$ cat src/rtl/decoder_pkg.sv
// Shared widths and code constants for the one-hot to BCD encoder.
package decoder_pkg;

  localparam int ONEHOT_W = 8;
  localparam int BCD_W    = 4;
  localparam int IDX_W    = 3;

  localparam logic [BCD_W-1:0] BCD_INVALID = 4'hF;
  localparam logic [BCD_W-1:0] BCD_RESET   = 4'h0;

endpackage

$ cat src/rtl/onehot8_check.sv
// Combinational one-hot checker: popcount for validity, OR-tree for the bit index.
module onehot8_check
  import decoder_pkg::*;
(
  input  logic [ONEHOT_W-1:0] vec,
  output logic [IDX_W-1:0]    index,
  output logic                is_onehot
);

  logic [IDX_W:0] count;

  always_comb begin
    count = '0;
    for (int i = 0; i < ONEHOT_W; i++) begin
      count = count + {{IDX_W{1'b0}}, vec[i]};
    end
  end

  assign is_onehot = (count == {{IDX_W{1'b0}}, 1'b1});

  // Index bit b is the OR of every input bit whose position has bit b set;
  // only meaningful when is_onehot is high.
  for (genvar gi = 0; gi < IDX_W; gi++) begin : g_index
    logic [ONEHOT_W-1:0] mask;
    always_comb begin
      mask = '0;
      for (int i = 0; i < ONEHOT_W; i++) begin
        mask[i] = ((i >> gi) & 1) != 0;
      end
    end
    assign index[gi] = |(vec & mask);
  end

endmodule

$ cat src/rtl/decoder_one_of_8_to_bcd.sv
// Registered one-hot-to-BCD encoder with per-sample and sticky malformed-code flags.
module decoder_one_of_8_to_bcd
  import decoder_pkg::*;
(
  input  logic                clk,
  input  logic                rst_n,
  input  logic                in_valid,
  input  logic [ONEHOT_W-1:0] one_of_8,
  input  logic                err_clr,
  output logic [BCD_W-1:0]    bcd,
  output logic                out_valid,
  output logic                error,
  output logic                err_sticky
);

  logic [IDX_W-1:0] index;
  logic             is_onehot;
  logic [BCD_W-1:0] bcd_next;
  logic             capture_err;

  logic [BCD_W-1:0] bcd_reg;
  logic             out_valid_reg;
  logic             error_reg;
  logic             err_sticky_reg;

  onehot8_check u_check (
    .vec       (one_of_8),
    .index     (index),
    .is_onehot (is_onehot)
  );

  assign bcd_next    = is_onehot ? {1'b0, index} : BCD_INVALID;
  assign capture_err = in_valid & ~is_onehot;

  always_ff @(posedge clk or negedge rst_n) begin
    if (!rst_n) begin
      bcd_reg        <= BCD_RESET;
      out_valid_reg  <= 1'b0;
      error_reg      <= 1'b0;
      err_sticky_reg <= 1'b0;
    end else begin
      out_valid_reg <= in_valid;
      error_reg     <= capture_err;
      if (in_valid) begin
        bcd_reg <= bcd_next;
      end
      // A fresh malformed capture beats a clear on the same edge.
      if (capture_err) begin
        err_sticky_reg <= 1'b1;
      end else if (err_clr) begin
        err_sticky_reg <= 1'b0;
      end
    end
  end

  assign bcd        = bcd_reg;
  assign out_valid  = out_valid_reg;
  assign error      = error_reg;
  assign err_sticky = err_sticky_reg;

endmodule

$ cat config.mk
export PLATFORM = sky130hd
export DESIGN_NAME = decoder_one_of_8_to_bcd
export DESIGN_NICKNAME = d
export VERILOG_FILES = /design/src/rtl/decoder_pkg.sv /design/src/rtl/onehot8_check.sv /design/src/rtl/decoder_one_of_8_to_bcd.sv
export SDC_FILE = /design/constraint.sdc
export NUM_CORES = 1
export LEC_CHECK = 0
export CORE_AREA = 2 2 39 41
export DETAILED_ROUTE_END_ITERATION = 8
export DIE_AREA = 0 0 41 43
export PLACE_DENSITY = 0.71
export RECOVER_POWER = 100
export REMOVE_ABC_BUFFERS = 1
export SETUP_SLACK_MARGIN = 0.4
export SLEW_MARGIN = 20
export SYNTH_ARGS = -nofsm -noshare
export SYNTH_HDL_FRONTEND = slang
export SYNTH_SLANG_ARGS = --single-unit
$ cat constraint.sdc
create_clock -name clk -period 1 [get_ports clk]
set_clock_uncertainty 0.15 [all_clocks]
set_input_delay 0.2 -clock clk [delete_from_list [all_inputs] [get_ports clk]]
set_output_delay 0.2 -clock clk [all_outputs]
set_load 0.005 [all_outputs]
; ---- Word-level counts from Yosys, hierarchy flattened
; Cells that the tools add are included.
[totals]
regBits = 7
in_bits = 12
output_inout_bits = 7
[classes]
n_addsub = 7
eq_ne = 1
mux = 3
bitwise_logic = 2
reduce_logical = 4
[op_table]
columns = op, n
row1 = adder 4 x 1 -> 4 bit, 6
row2 = OR reduction 4 bit, 3
row3 = "== test 4 x 1 -> 1 bit, second input constant", 1
row4 = 2-to-1 mux 4 bit, 1
row5 = adder 1 x 1 -> 2 bit, 1
row6 = 2-to-1 mux 1 bit, 2
row7 = nonzero test 2 bit, 1
row8 = bitwise AND 1 bit, 1
row9 = NOT 1 bit, 1

; ---- Logic depth before layout (Yosys ltp)
; Gate-level depths: netlist (run 1).
[logic_depth]
ltp_word = 11
mapped_depth = 11

; ---- By module
; Synthesis (run 1) repeated with hierarchy kept, for this count alone.
[unflattened]
cells_unflattened = 47
area_unflattened_um2 = 465.4
[by_module_without_submodules]
columns = module, instances, cells_each, area_each_um2, seq_area_each_um2
row1 = decoder_one_of_8_to_bcd, 1, 19, 237.7, 175.2
row2 = onehot8_check, 1, 28, 227.7, 0.0

; ---- Worst setup path before layout (run 1)
; Ideal clock, no wire load.
[synth_timing]
kind = input to register
from = input port one_of_8[0]
to = register bcd_reg[0] (netlist: bcd[0])
t_arrival_ps = 2633
required_time_ps = 712
slack_ps = -1921
stages = 11
cell_sequence = ha_1 inv_1 fa_1 fa_1 inv_1 fa_1 inv_1 fa_1 a211o_1 a21oi_2 a31oi_1
[synth_between]
elab_chain_len = 9
[synth_rtl]
columns = element, line
row1 = "start, declared", decoder_one_of_8_to_bcd.sv:8  ; input logic [ONEHOT_W-1:0] one_of_8,
row2 = adder 1 x 1 -> 2 bit, onehot8_check.sv:15  ; count = count + {{IDX_W{1'b0}}, vec[i]};
row3 = adder 4 x 1 -> 4 bit (6 in series), onehot8_check.sv:15
row4 = == test 4 x 1 -> 1 bit, onehot8_check.sv:19  ; assign is_onehot = (count == {{IDX_W{1'b0}}, 1'b1});
row5 = 2-to-1 mux 4 bit, decoder_one_of_8_to_bcd.sv:32  ; assign bcd_next = is_onehot ? {1'b0, index} : BCD_INVALID;
row6 = "end signal, assigned", decoder_one_of_8_to_bcd.sv:45  ; bcd_reg <= bcd_next;
row7 = "end, declared", decoder_one_of_8_to_bcd.sv:21  ; logic [BCD_W-1:0] bcd_reg;
; Every way passes these cells.
; A chain may end at the register's enable or synchronous reset.

; ---- Worst setup path in the final report (run 1)
[layout_timing]
from = input port one_of_8[1]
to = register bcd_reg[2] (netlist: bcd[2])
; The elaborated chain is that of the path after synthesis.

==> out/qor.yml, run 1 <==
status:
  status: "complete, but fails checks"
  violations: "negative hold slack, negative setup slack"
synthesis:
  ys_seq_area_share_pct: 40.0
  synth_area_um2: 438
  synth_cell_types: 14
  syn_avg_cell_area_um2: 9.95
  ys_ff_latch: 7
  syn_inst: 44
  ys_warn_count: 0
worst_setup_path:
  r2r_slack_ns: -0.02
  critPathKind: "primary input to flop"
  r2r_cells: 4
  cp-end-kind: "flop"
  r2r_end: "bcd[2]$_DFFE_PN0P_"
  timing.rr.start: "bcd[2]$_DFFE_PN0P_"
  start_kind: "primary input"
  worstPathMaxFanout: 6
  critPathArrivalTime_ns: 2.80
  worstPathRequired_ns: 0.97
drt:
  drt_pass1_iterations: 4
  via_count: 440
  drt_iter0_markers: 2
  drt_wl_total_um: 1070
  drc: 0
  wl_per_cell_um: 11.1
  via_per_inst: 4.54
  ant_nets: 0
global_routing:
  grt_max_degree: 8
  antenna_found_initial: 0
  met2_usage_pct: 25.0
  busiest_layer: "met2"
  grt_use_met3_pct: 1.57
  met1_usage_pct: 15.5
  track_usage_pct: 14.4
  grt-ovfl-total: 0
  grt_pass1_vias: 456
  grt_pass1_wl_um: 1710
power_and_ir_drop:
  vdd_drop_max_mv: 0.514
  total_power_mw: 1.00
  intPower_uw: 695
  p_per_area_nw_per_um2: 1270
  combinationalPowerShare_pct: 42.4
  leakagePower_nw: 0.378
  p_sw_uw: 307
  p_seq_share_pct: 32.9
  swShare_pct: 30.6
  p_clk_share_pct: 24.7
sta:
  rsz0062_at_grt: "true"
  fin_crit_sh_pct: 284
  hold_viol_final: 7
  tns_ns: -11.49
  drv_slew: 0
  hold_ws_ns: -0.204
  period_needed_ns: 2.84
  max_freq_mhz: 352
  worst_slew_pin_slew_ns: 0.314
  layout_setup_ws_ns: -1.84
  finalSetupViolCount: 13
  relSlewSlack_pct: 79.1
clock_tree:
  clk_path_buf_depth: 2
  cts_tree: "done"
  path_clk_slew_ns: 0.05
  clk_latency_ns: 0.24
  cts_max_level: 1
  cts_buffers: 3
  cts-root-buf: "clkbuf_4"
  cts.sink_count: 7
floorplan:
  die_area_um2: 1760
  core_um2: 1380
  die_y_um: 43
  ios: 19
  rows: 14
  die_w_um: 41
  initial_core_util_pct: 31.6
final_layout:
  fin_area_um2: 787
  drive_gt1_share_pct: 45.7
  fillCellCount: 140
  largest_reg_flops: 4
  nets: 101
  area_growth_pct: 79.7
  mostFrequentLayoutCells: "buf_4 (15), inv_1 (9), dfrtp_1 (7), buf_2 (7), nor2_1 (6)"
  final_common_cell: "buf_4"
  n_antenna_cell: 0
place:
  gpl.final_weighted_congestion: 0.674
  portBuffers: 18
  hpwlAfterDp_um: 799
  placed_cell_area_um2: 709
  post-place-ws_ns: -2.56
min_path:
  hold_path.class: "primary input to asynchronous set/reset pin"
job:
  drv_cap: 0
per-layer routing:
layer	wire, µm	part of all wire (%)
met1	376	35
met4	0	0
met5	0	0
met2	614	57
met3	82	7.6
cell usage after synthesis:
cell      instances  area, µm²
dfrtp_1           7        175
a211o_1           1       8.76
a21oi_2           1       8.76
fa_1              4       80.1
a21oi_1           2       10.0
nor2_1            6       22.5
o211ai_1          1       7.51
a31oi_1           2       12.5
o22ai_1           1       6.26
inv_1            12       45.0
ha_1              3       37.5
nor4_1            2       12.5
clkbuf_1          1       3.75
or4_1             1       7.51
power groups by stage:
| stage | clock, mW | combinational (mW) | sequential [mW] |
|---|---|---|---|
| after floorplan | 0 | 0.164 | 0.339 |
| after global placement | 0 | 0.356 | 0.334 |
| after detailed placement | 0 | 0.370 | 0.337 |
| after CTS | 0.258 | 0.401 | 0.330 |
| after global routing | 0.267 | 0.477 | 0.333 |
| final | 0.248 | 0.425 | 0.329 |
cell type report:
class / instances / area (µm²) / share of cell area, %
clock buffers: 4 / 26.3 / 3.34
inverters: 12 / 45.0 / 5.72
well taps: 16 / 20.0 / 2.54
multi-input cells: 24 / 249 / 31.6
flip-flops and latches: 7 / 175 / 22.3
repair buffers: 34 / 272 / 34.5
through the flow:
stage	hold WS [ns]	cells	utilization, %
finish	-0.204	97	56.9
global route	-0.183	97	56.9
CTS	-0.201	93	54.0
detailed placement	0.330	87	51.3
global placement	0.321	87	51.3
floorplan	-0.246	43	-
repair_timing:
action	in CTS	in global routing
gates resized for setup	53	2
pin swaps	12	7
hold endpoints to repair	7	7
buffers inserted	2	4
setup endpoints to repair	21	13
critical path: stages:
cell and delay (ns):
buf_8 0.10, ha_4 0.25, inv_2 0.03, fa_1 0.48, fa_1 0.44, inv_2 0.08
fa_2 0.20, inv_2 0.04, fa_2 0.51, o211ai_1 0.14, a21oi_4 0.23, a31oi_1 0.11
cells by family after synthesis:
family | after synthesis | synth area share [%]
buf+inv | 13 | 11.1
simple gates | 9 | 9.71
compound gates | 8 | 12.3
fa+ha+maj | 7 | 26.9
flops | 7 | 40.0
worst max-delay path by stage:
stage           startpoint                     end  slack [ns]  cells past startpoint
3_3_place_gp   one_of_8[1]      bcd[2]$_DFFE_PN0P_       -2.51                     12
2_1_floorplan  one_of_8[0]  err_sticky$_DFFE_PN0P_       -1.92                     11
4_1_cts        one_of_8[0]      bcd[2]$_DFFE_PN0P_       -1.90                     12
5_1_grt        one_of_8[0]      bcd[0]$_DFFE_PN0P_       -1.97                     12
3_5_place_dp   one_of_8[1]      bcd[2]$_DFFE_PN0P_       -2.56                     12
6_report       one_of_8[1]      bcd[2]$_DFFE_PN0P_       -1.84                     12
No activity file was read; power rests on OpenSTA's default activity.
==> run 2: changes to the inputs <==
--- a/config.mk
+++ b/config.mk
@@ -8,7 +8,7 @@
 export CORE_AREA = 2 2 39 41
 export DETAILED_ROUTE_END_ITERATION = 8
 export DIE_AREA = 0 0 41 43
-export PLACE_DENSITY = 0.71
+export PLACE_DENSITY = 0.73
 export RECOVER_POWER = 100
 export REMOVE_ABC_BUFFERS = 1
 export SETUP_SLACK_MARGIN = 0.4
==> constraint.sdc (replaced) <==
create_clock -name clk -period 2.35 [get_ports clk]
set_clock_uncertainty 0.15 [all_clocks]
set_input_delay 0.47 -clock clk [delete_from_list [all_inputs] [get_ports clk]]
set_output_delay 0.47 -clock clk [all_outputs]
set_load 0.005 [all_outputs]
==> out/qor.yml, run 2 (synthesized netlist as in run 1, its figures left out) <==
worst_setup_path:
  timing.rr.start: "bcd[3]$_DFFE_PN0P_"  # was bcd[2]$_DFFE_PN0P_
  cp-end-kind: "flop"  # unchanged
  worstPathRequired_ns: 2.31  # was 0.97 ns
  critPathArrivalTime_ns: 3.08  # was 2.80 ns
  r2r_end: "bcd[3]$_DFFE_PN0P_"  # was bcd[2]$_DFFE_PN0P_
  r2r_slack_ns: 1.54  # was -0.02 ns
  start_kind: "primary input"  # unchanged
  cp-startpoint: "one_of_8[1]"  # unchanged
  critPathKind: "primary input to flop"  # unchanged
  r2r_cells: 2  # was 4
  worstPathMaxFanout: 6  # unchanged
drt:
  via_count: 403  # was 440
  ant_nets: 0  # unchanged
  drt_wl_total_um: 1030  # was 1070 µm
  drc: 0  # unchanged
  drt_iter0_markers: 4  # was 2
  via_per_inst: 4.58  # was 4.54
  drt_pass1_iterations: 4  # unchanged
  wl_per_cell_um: 11.7  # was 11.1 µm
floorplan:
  die_w_um: 41  # unchanged
  rows: 14  # unchanged
  core_um2: 1380  # unchanged
  initial_core_util_pct: 31.6  # unchanged
  ios: 19  # unchanged
  die_y_um: 43  # unchanged
  die_area_um2: 1760  # unchanged
job:
  drv_cap: 0  # unchanged
global_routing:
  grt_pass1_wl_um: 1620  # was 1710 µm
  grt_max_degree: 10  # was 8
  grt_pass1_vias: 432  # was 456
  antenna_found_initial: 0  # unchanged
  grt-ovfl-total: 0  # unchanged
  track_usage_pct: 14.0  # was 14.4%
sta:
  finalSetupViolCount: 6  # was 13
  period_needed_ns: 3.12
  fin_crit_sh_pct: 133
  rsz0062_at_grt: "true"  # unchanged
  relSlewSlack_pct: 77.3  # was 79.1%
  hold_viol_final: 0  # was 7
  worst_slew_pin_slew_ns: 0.340  # was 0.314 ns
  max_freq_mhz: 320
  layout_setup_ws_ns: -0.775  # was -1.84 ns
  drv_slew: 0  # unchanged
clock_tree:
  cts-root-buf: "clkbuf_4"  # unchanged
  cts_buffers: 3  # unchanged
  cts_tree: "done"  # unchanged
  postCtsHoldBufs: 0
  clk_latency_ns: 0.25  # was 0.24 ns
  cts_max_level: 1  # unchanged
  path_clk_slew_ns: 0.05  # about the same
  cts.sink_count: 7  # unchanged
  clk_path_buf_depth: 2  # unchanged
status:
  status: "complete, but fails checks"  # unchanged
  violations: "negative setup slack"  # was negative hold slack, negative setup slack
place:
  portBuffers: 18  # unchanged
  hpwlAfterDp_um: 834  # was 799 µm
  gpl.final_weighted_congestion: 0.698  # was 0.674
  dp.cells: 84  # was 87
  placed_cell_area_um2: 687  # was 709 µm²
final_layout:
  nets: 92  # was 101
  drive_gt1_share_pct: 26.4  # was 45.7%
  final_cell_count_no_fill: 88  # was 97
  fin_area_um2: 742  # was 787 µm²
  final_common_cell: "inv_1"  # was buf_4
  multi_input_area_um2: 239  # was 249 µm²
  area_growth_pct: 69.4  # was 79.7%
  regArea_um2: 175  # unchanged
  mostFrequentLayoutCells: "inv_1 (9), dlygate4sd3_1 (8), dfrtp_1 (7), buf_4 (7)"  # was buf_4 (15), inv_1 (9), dfrtp_1 (7), buf_2 (7), nor2_1 (6)
  n_antenna_cell: 0  # unchanged
  fillCellCount: 154  # was 140
  largest_reg_flops: 4  # unchanged
min_path:
  hold_path.class: "flop to flop"  # was primary input to asynchronous set/reset pin
  min-delay-start: "bcd[1]$_DFFE_PN0P_"
  holdPathStages: 2
  whs_endpoint: "bcd[1]$_DFFE_PN0P_"
power_and_ir_drop:
  vdd_drop_max_mv: 0.200  # was 0.514 mV
  leakagePower_nw: 0.330  # was 0.378 nW
  total_power_uw: 414  # was 1.00 mW
  p_per_area_nw_per_um2: 557  # was 1270 nW/µm²
run 2: cell types whose count changed in the layout (fill, tap and decap cells not counted):
| cell | delta |
|---|---|
| a21oi_1 | +1 |
| a21oi_2 | -1 |
| buf_2 | -7 |
| buf_4 | -8 |
| buf_6 | -1 |
| clkdlybuf4s25_1 | -1 |
| clkdlybuf4s50_1 | +1 |
| dlygate4sd2_1 | -1 |
| dlygate4sd3_1 | +8 |
| o22ai_1 | +1 |
| o22ai_2 | -1 |
run 2: where the power goes:
part           internal (mW)  switching [mW]  leakage (nW)
clock                 0.0646          0.0407        0.0150
combinational         0.0900          0.0784         0.245
sequential             0.135         0.00521        0.0706
run 2: worst max path at each step:
stage / endpoint / depth (start not counted)
after floorplan: err_sticky$_DFFE_PN0P_ / 11
after global placement: err_sticky$_DFFE_PN0P_ / 12
after detailed placement: bcd[0]$_DFFE_PN0P_ / 12
after CTS: bcd[0]$_DFFE_PN0P_ / 12
after global routing: bcd[2]$_DFFE_PN0P_ / 12
final: bcd[2]$_DFFE_PN0P_ / 12
run 2: metal layers:
metal	up-vias	GRT usage (%)	wire, µm
met2	16	25.3	556
met4	0	10.0	0
li1	199	-	-
met5	-	0	0
met3	0	1.57	65
met1	188	13.0	409
run 2: area by class of cell:
class	instances	share of cell area [%]
clock buffers	4	3.54
inverters	12	6.07
multi-input cells	24	32.2
flip-flops and latches	7	23.6
well taps	16	2.70
repair buffers	25	31.9
run 2: worst max-delay path: stages:
cell,delay (ns)
buf_8,0.10
ha_4,0.25
inv_2,0.03
fa_1,0.52
fa_1,0.44
inv_2,0.07
fa_2,0.20
inv_2,0.04
fa_2,0.51
o211ai_1,0.14
a21oi_4,0.21
a31oi_1,0.11
run 2: repair_timing:
action	4_1_cts	5_1_grt
resized for setup	20	1
endpoints found under the setup margin	6	6
pin swaps	10	7
setup buffers	0	0
endpoints found under the hold margin	0	0
run 2: through the flow:
stage          TNS, ns  hold WS, ns  setup WS (ns)  utilization (%)
6_report         -4.52        0.373         -0.775             53.6
5_1_grt          -4.81        0.392         -0.817             53.6
4_1_cts          -4.88        0.330         -0.831             53.3
3_5_place_dp     -8.93        0.370          -1.51             49.6
3_3_place_gp     -8.25        0.359          -1.39             49.6
2_1_floorplan    -4.92       0.0244         -0.840                -
==> run 3: changes to the inputs <==
--- a/config.mk
+++ b/config.mk
@@ -6,6 +6,7 @@
 export NUM_CORES = 1
 export LEC_CHECK = 0
 export CORE_AREA = 2 2 39 41
+export CTS_BUF_LIST = sky130_fd_sc_hd__clkbuf_8
 export DETAILED_ROUTE_END_ITERATION = 8
 export DIE_AREA = 0 0 41 43
 export PLACE_DENSITY = 0.73
==> out/qor.yml, run 3 (synthesized netlist as in run 1, its figures left out) <==
clock_tree:
  postCtsHoldBufs: 0  # unchanged
  cts_max_level: 1  # unchanged
  cts-root-buf: "clkbuf_8"  # was clkbuf_4
  path_clk_slew_ns: 0.04  # was 0.05 ns
  cts.sink_count: 7  # unchanged
  cts_buffers: 3  # unchanged
  clk_latency_ns: 0.23  # was 0.25 ns
  cts_tree: "done"  # unchanged
  clk_path_buf_depth: 2  # unchanged
global_routing:
  grt_pass1_wl_um: 1640  # was 1620 µm
  antenna_found_initial: 0  # unchanged
  track_usage_pct: 14.7  # was 14.0%
  grt-ovfl-total: 0  # unchanged
  grt_pass1_vias: 438  # was 432
  grt_max_degree: 10  # unchanged
sta:
  max_freq_mhz: 319  # was 320 MHz
  fin_crit_sh_pct: 133  # about the same
  drv_slew: 0  # unchanged
  relSlewSlack_pct: 78.5  # was 77.3%
  finalSetupViolCount: 6  # unchanged
  period_needed_ns: 3.13  # was 3.12 ns
  worst_slew_pin_slew_ns: 0.322  # was 0.340 ns
  hold_viol_final: 0  # unchanged
  rsz0062_at_grt: "true"  # unchanged
  layout_setup_ws_ns: -0.781  # was -0.775 ns
final_layout:
  fillCellCount: 154  # unchanged
  area_growth_pct: 73.7  # was 69.4%
  fin_area_um2: 761  # was 742 µm²
  drive_gt1_share_pct: 26.4  # unchanged
  final_cell_count_no_fill: 88  # unchanged
  largest_reg_flops: 4  # unchanged
  n_antenna_cell: 0  # unchanged
  final_common_cell: "inv_1"  # unchanged
  nets: 92  # unchanged
  mostFrequentLayoutCells: "inv_1 (10), dlygate4sd3_1 (8), dfrtp_1 (7), buf_4 (7)"  # was inv_1 (9), dlygate4sd3_1 (8), dfrtp_1 (7), buf_4 (7)
worst_setup_path:
  start_kind: "primary input"  # unchanged
  timing.rr.start: "bcd[2]$_DFFE_PN0P_"  # was bcd[3]$_DFFE_PN0P_
  critPathKind: "primary input to flop"  # unchanged
  cp-end-kind: "flop"  # unchanged
  r2r_cells: 2  # unchanged
  r2r_end: "bcd[2]$_DFFE_PN0P_"  # was bcd[3]$_DFFE_PN0P_
  r2r_slack_ns: 1.55  # was 1.54 ns
  worstPathRequired_ns: 2.29  # was 2.31 ns
  critPathArrivalTime_ns: 3.07  # was 3.08 ns
  worstPathMaxFanout: 6  # unchanged
floorplan:
  die_area_um2: 1760  # unchanged
  core_um2: 1380  # unchanged
  initial_core_util_pct: 31.6  # unchanged
  rows: 14  # unchanged
  die_y_um: 43  # unchanged
  die_w_um: 41  # unchanged
  ios: 19  # unchanged
drt:
  via_count: 413  # was 403
  via_per_inst: 4.69  # was 4.58
  top_layer_used: "met4"  # was met3
  drt_wl_total_um: 1020  # was 1030 µm
  drc: 0  # unchanged
  wl_met1_um: 382  # was 409 µm
  drt_pass1_iterations: 4  # unchanged
  drt_iter0_markers: 7  # was 4
  ant_nets: 0  # unchanged
  wl_per_cell_um: 11.6  # was 11.7 µm
  wl_met3_um: 76  # was 65 µm
  wl_met2_um: 510  # was 556 µm
status:
  status: "complete, but fails checks"  # unchanged
  violations: "negative setup slack"  # unchanged
power_and_ir_drop:
  leakagePower_nw: 0.342  # was 0.330 nW
  p_per_area_nw_per_um2: 616  # was 557 nW/µm²
  vdd_drop_max_mv: 0.198  # was 0.200 mV
  total_power_uw: 469  # was 414 µW
place:
  hpwlAfterDp_um: 834  # unchanged
  portBuffers: 18  # unchanged
  placed_cell_area_um2: 687  # unchanged
  gpl.final_weighted_congestion: 0.698  # unchanged
  dp.cells: 84  # unchanged
min_path:
  hold_path.class: "flop to flop"  # unchanged
  whs_endpoint: "bcd[1]$_DFFE_PN0P_"  # unchanged
  min-delay-start: "bcd[1]$_DFFE_PN0P_"  # unchanged
  holdPathStages: 2  # unchanged
job:
  drv_cap: 0  # unchanged
run 3: worst max-delay path by stage:
stage | from | endpoint | slack (ns) | cells past startpoint
final | one_of_8[1] | bcd[2]$_DFFE_PN0P_ | -0.78 | 12
after floorplan | one_of_8[0] | err_sticky$_DFFE_PN0P_ | -0.84 | 11
after global placement | one_of_8[1] | err_sticky$_DFFE_PN0P_ | -1.39 | 12
after CTS | one_of_8[1] | bcd[0]$_DFFE_PN0P_ | -0.86 | 12
after global routing | one_of_8[1] | bcd[2]$_DFFE_PN0P_ | -0.84 | 12
after detailed placement | one_of_8[1] | bcd[0]$_DFFE_PN0P_ | -1.51 | 12
run 3: final cells by class:
| type | instances | area (µm²) | area share, % |
|---|---|---|---|
| inverter | 12 | 45.0 | 5.92 |
| clock inverter | 1 | 3.75 | 0.493 |
| sequential | 7 | 175 | 23.0 |
| clock buffer | 3 | 41.3 | 5.43 |
| tap | 16 | 20.0 | 2.63 |
| timing repair buffer | 25 | 236 | 31.1 |
| multi-input combinational | 24 | 239 | 31.4 |
run 3: what timing repair did:
action | in CTS | in global routing
gates resized for setup | 20 | 1
setup endpoints to repair | 6 | 6
pin swaps | 11 | 7
setup buffers | 0 | 0
run 3: through the flow:
stage | TNS [ns] | worst slack, ns | hold WS [ns] | utilization [%]
5_1_grt | -4.95 | -0.844 | 0.390 | 55.0
6_report | -4.56 | -0.781 | 0.367 | 55.0
4_1_cts | -5.07 | -0.863 | 0.360 | 54.7
3_5_place_dp | -8.93 | -1.51 | 0.370 | 49.6
2_1_floorplan | -4.92 | -0.840 | 0.0244 | -
3_3_place_gp | -8.25 | -1.39 | 0.359 | 49.6
run 3: worst max-delay path, cell delays in order:
cell      delay [ns]
buf_8           0.10
ha_4            0.25
inv_2           0.03
fa_1            0.52
fa_1            0.44
inv_2           0.08
fa_2            0.20
inv_2           0.04
fa_2            0.51
o211ai_1        0.13
a21oi_4         0.20
a31oi_1         0.11
run 3: power by group:
part           switching [mW]  internal, mW  leakage (nW)
Combinational          0.0772        0.0905         0.245
Clock                  0.0486         0.113        0.0269
Sequential            0.00495         0.135        0.0706
Total                   0.131         0.338         0.342
run 3: metal layers:
layer,vias up,GRT usage [%]
li1,198,-
met1,189,13.0
met2,20,24.4
met3,6,3.14
met4,0,14.7
met5,-,0
